==> src/rtl/divider_pkg.sv <==
// Shared widths, FSM state type and divide-by-zero result constants for divider_8by4.
package divider_pkg;

    localparam int DW = 8;
    localparam int VW = 4;

    typedef enum logic [1:0] {IDLE, RUN, DONE} div_state_t;

    localparam logic [DW-1:0] DZ_Q = 8'hFF;
    localparam logic [VW-1:0] DZ_R = 4'h0;

endpackage

==> src/rtl/divider_8by4_div_step.sv <==
// One restoring-division iteration: shift in a dividend bit, subtract the divisor if it fits.
module div_step
    import divider_pkg::*;
(
    input  logic [VW-1:0] rem_in,
    input  logic          bit_in,
    input  logic [VW-1:0] divisor,
    output logic [VW:0]   rem_out,
    output logic          q_bit
);

    logic [VW:0] trial;

    always_comb begin
        trial   = {rem_in, bit_in};
        rem_out = trial;
        q_bit   = 1'b0;
        if (trial >= {1'b0, divisor}) begin
            rem_out = trial - {1'b0, divisor};
            q_bit   = 1'b1;
        end
    end

endmodule

==> src/rtl/divider_8by4.sv <==
// Sequential 8-by-4 unsigned restoring divider, one quotient bit per clock.
// Optional DIV_ZERO_FAST_EN: a zero divisor skips the iterations and completes one cycle after accept.
module divider_8by4
    import divider_pkg::*;
(
    input  logic          clk,
    input  logic          rst,
    input  logic          start,
    input  logic [DW-1:0] P,
    input  logic [VW-1:0] B,
    output logic          busy,
    output logic          done,
    output logic [DW-1:0] Q,
    output logic [VW-1:0] R,
    output logic          dz
);

    div_state_t    state, state_next;
    logic [2:0]    iter_cnt;
    logic [DW-1:0] shift_reg;
    logic [VW-1:0] divisor_reg;
    logic [VW:0]   rem_reg;
    logic [VW:0]   step_rem;
    logic          step_q;
    logic          accept;
    logic          last_iter;
    logic          rem_unused;

    assign accept     = start && (state == IDLE || state == DONE);
    assign last_iter  = (iter_cnt == 3'd7);
    assign busy       = (state == RUN);
    assign done       = (state == DONE);
    assign rem_unused = rem_reg[VW];

    div_step u_step (
        .rem_in  (rem_reg[VW-1:0]),
        .bit_in  (shift_reg[DW-1]),
        .divisor (divisor_reg),
        .rem_out (step_rem),
        .q_bit   (step_q)
    );

    always_ff @(posedge clk) begin
        if (rst) begin
            state <= IDLE;
        end else begin
            state <= state_next;
        end
    end

    always_comb begin
        state_next = state;
        case (state)
            IDLE, DONE: begin
                state_next = IDLE;
                if (accept) begin
`ifdef DIV_ZERO_FAST_EN
                    state_next = (B == '0) ? DONE : RUN;
`else
                    state_next = RUN;
`endif
                end
            end
            RUN: begin
                if (last_iter) begin
                    state_next = DONE;
                end
            end
            default: state_next = IDLE;
        endcase
    end

    // The dividend register doubles as the quotient register: dividend bits leave
    // at the top while quotient bits enter at the bottom, so after eight shifts it holds Q.
    always_ff @(posedge clk) begin
        if (rst) begin
            iter_cnt    <= '0;
            shift_reg   <= '0;
            divisor_reg <= '0;
            rem_reg     <= '0;
            Q           <= '0;
            R           <= '0;
            dz          <= 1'b0;
        end else if (accept) begin
            iter_cnt    <= '0;
            shift_reg   <= P;
            divisor_reg <= B;
            rem_reg     <= '0;
`ifdef DIV_ZERO_FAST_EN
            if (B == '0) begin
                Q  <= DZ_Q;
                R  <= DZ_R;
                dz <= 1'b1;
            end
`endif
        end else if (state == RUN) begin
            iter_cnt  <= iter_cnt + 3'd1;
            shift_reg <= {shift_reg[DW-2:0], step_q};
            rem_reg   <= step_rem;
            if (last_iter) begin
                if (divisor_reg == '0) begin
                    Q  <= DZ_Q;
                    R  <= DZ_R;
                    dz <= 1'b1;
                end else begin
                    Q  <= {shift_reg[DW-2:0], step_q};
                    R  <= step_rem[VW-1:0];
                    dz <= 1'b0;
                end
            end
        end
    end

endmodule

==> config.mk <==
export PLATFORM = sky130hd
export DESIGN_NAME = divider_8by4
export DESIGN_NICKNAME = d
export VERILOG_FILES = /design/src/rtl/divider_pkg.sv /design/src/rtl/divider_8by4_div_step.sv /design/src/rtl/divider_8by4.sv
export SDC_FILE = /design/constraint.sdc
export NUM_CORES = 1
export LEC_CHECK = 0
export CAP_MARGIN = 10
export CORE_MARGIN = 5
export CORE_UTILIZATION = 40
export DETAILED_ROUTE_END_ITERATION = 10
export PLACE_DENSITY = 0.7
export SLEW_MARGIN = 20
export SYNTH_ARGS = -nofsm -noshare
export SYNTH_HDL_FRONTEND = slang
export SYNTH_SLANG_ARGS = --single-unit
==> constraint.sdc <==
create_clock -name clk -period 2.7 [get_ports clk]
set_clock_uncertainty 0.05 [all_clocks]
set_input_delay 0.675 -clock clk [delete_from_list [all_inputs] [get_ports clk]]
set_output_delay 0.675 -clock clk [all_outputs]
set_load 0.01 [all_outputs]
==> metrics.txt <==
CP Buf/Inv Count=2; Worst R2R Start=divisor_reg[3]; worst skew pair latency=0.28 ns; R2R depth=7; initial antenna violation count=0; Critical Path, Cell by Cell=nand2b_2, inv_1, clkdlybuf4s50_1; Post-synth top flop=dfxtp_1; Tightest Hold Check Type=reg2reg; Max Buffers Root-to-Sink=2; RSZ-0062 raised after global routing=false; Synth cell types=39; Slew @ Worst Pin=0.742 ns; flops & latches, synth=34; vias in the first global route=1295; worst setup path start=state[1]; Max-slew headroom=0.504; htree depth=2; largest net degree at the start of global routing=16; Mean Syn Cell Area=9.14 sq um; WP data arrival=1.57 ns; hold path startpoint=R[1]; commonest non-fill, non-tap cell in the layout=dfxtp_1; Iter 0 DRT Violations=133; mapped cell area=0.00154 sq mm; Tcrit/Tclk final=0.848; Syn Inst Count=168; Post-CTS Setup Inserts=0; die extent in y=72.0 um; slowest stage cell, crit path=clkdlybuf4s50_1; die area=0.00518 sq mm; GR Overflow Total=0; Antenna Nets Post-Route=0; crit path to=busy; IO Pins=30; number of remaining DRC errors=0; largest cells by area after synthesis=dfxtp_1 (44%), nand2_1 (6.8%), o221a_2 (5.9%), nor2_1 (5.1%), ha_1 (4.9%); number of flops mapped to enable cells by yosys=0; Fillers=352; Top delay family on crit path=buffers and inverters; R2R Setup Slk=0.60 ns; worst hold slack=0.406 ns; Peak VDD IR=0.242 mV; final setup fails=0; core footprint=0.00369 sq mm; reg2reg end=R[1]; minimum clock period=2.29 ns; cts hold-fix bufs=0; Nets=221; Max Freq=437 MHz; area share of the leading cell type in the synthesized netlist=0.443; I/O Buffers=29; GPL Wtd Cong=0.827; Setup crit start kind=flip-flop; critical path type=reg2out; effective utilization at floorplan=0.416; drt first pass iters=5; DRT Wirelength=3730 um; Crit Path Max Fanout=15; Critical Path End Type=primary output; Placed Instances=240; CP required=1.98 ns; setup TNS=0 ns; Max Cap Viol=0; wire per inst=15.1 um; clock slew at the register clock pins of the worst setup and hold paths=0.06 ns; die width=72.0 um; Hold Violations, Final=0; Via density=5.43; layout cells sized above 1=0.135; Leak Pwr=0.773 nW; Num CTS Buffers=5; CTS tree=built; Max Slew Vio Count=0; Root Buffer=clkbuf_8; first-pass GRT wire length=6180 um; GRT Resource Usage Total=0.152; syn_nets=190; ANT cells=0; Row Count=22; CTS Sinks=34; Finished Layout Cells=248; P&R area growth vs syn=29.4%; Post-DP HPWL=2790 um; Synth Warn #=0; critical path depth=3; commonest non-fill, non-tap cells in the layout=dfxtp_1 (34), clkdlybuf4s50_1 (29), nand2_1 (28), nor2_1 (21), a21oi_1 (10); Crit path largest cell delay=0.54 ns; Synth area leader=dfxtp_1; cell area power density=601 mW/mm^2; register area share after synthesis=0.443; status=completed; Post-CTS Resized=0; asr flop ratio synth=0; Vias=1346
through the flow:
step | area, sq um | power, W | setup WS, ns | util
after global placement | 1870 | 0.000739 | 0.552 | 0.506
after floorplan | 1540 | 0.000686 | 0.886 | -
final | 1990 | 0.00119 | 0.410 | 0.539
after detailed placement | 1870 | 0.000750 | 0.412 | 0.506
after CTS | 1980 | 0.00120 | 0.389 | 0.536
after global routing | 1990 | 0.00125 | 0.300 | 0.539
worst min-delay path, stage by stage, from the launching register on:
cell and delay [ns]:
dfxtp_1 0.33, nand2_1 0.05, o31ai_1 0.05
cell families (layout without fill, tap and decap cells):
family	count (synthesis)	after routing	synth area share
AOI/OAI and AO/OA	42	42	0.230
buffers and inverters	16	48	0.0538
muxes	2	2	0.0130
and+or+nand+nor	64	64	0.181
xor gates and xnor gates	3	3	0.0171
adders and majority gates	7	7	0.0619
DFF	34	34	0.443
per-layer routing:
metal | up-vias | routed length, um | GRT usage
met5 | - | 0 | 0
met4 | 0 | 81 | 0.0626
met3 | 15 | 221 | 0.0402
met2 | 52 | 1760 | 0.256
met1 | 625 | 1670 | 0.184
li1 | 654 | - | -
worst min path at each step:
stage | to | slack, ns | cells after the start
floorplan | shift_reg[7] | 0.39 | 2
global placement | R[1] | 0.39 | 2
detailed placement | R[2] | 0.40 | 2
CTS | R[2] | 0.41 | 2
global route | R[1] | 0.43 | 2
finish | R[1] | 0.41 | 2
final cells by class:
cell class | count | area [sq um] | share of cell area
multi-input combinational | 118 | 791 | 0.398
sequential | 34 | 681 | 0.343
timing repair buffer | 33 | 320 | 0.161
clock buffer | 5 | 68.8 | 0.0346
tap | 48 | 60.1 | 0.0302
clock inverter | 3 | 40.0 | 0.0202
inverter | 7 | 26.3 | 0.0132
power by group:
group	internal [W]	switching [W]
sequential	0.000523	0.0000197
combinational	0.0000867	0.000116
clock	0.000271	0.000178
total	0.000881	0.000314
cell usage after synthesis, types with 2 or more instances:
library cell	n
o21ai_0	2
nor2b_1	2
ha_1	6
mux2i_1	2
nand2_1	28
a22oi_1	2
nand4_1	2
nand2b_1	3
buf_2	2
nor3_1	3
nor2_1	21
a311oi_1	2
xor2_1	2
o221a_2	8
inv_1	7
clkbuf_8	2
a21oi_1	10
clkbuf_1	5
dfxtp_1	34
o31ai_1	4
o22ai_1	3
(Power assumes the default switching activity.)
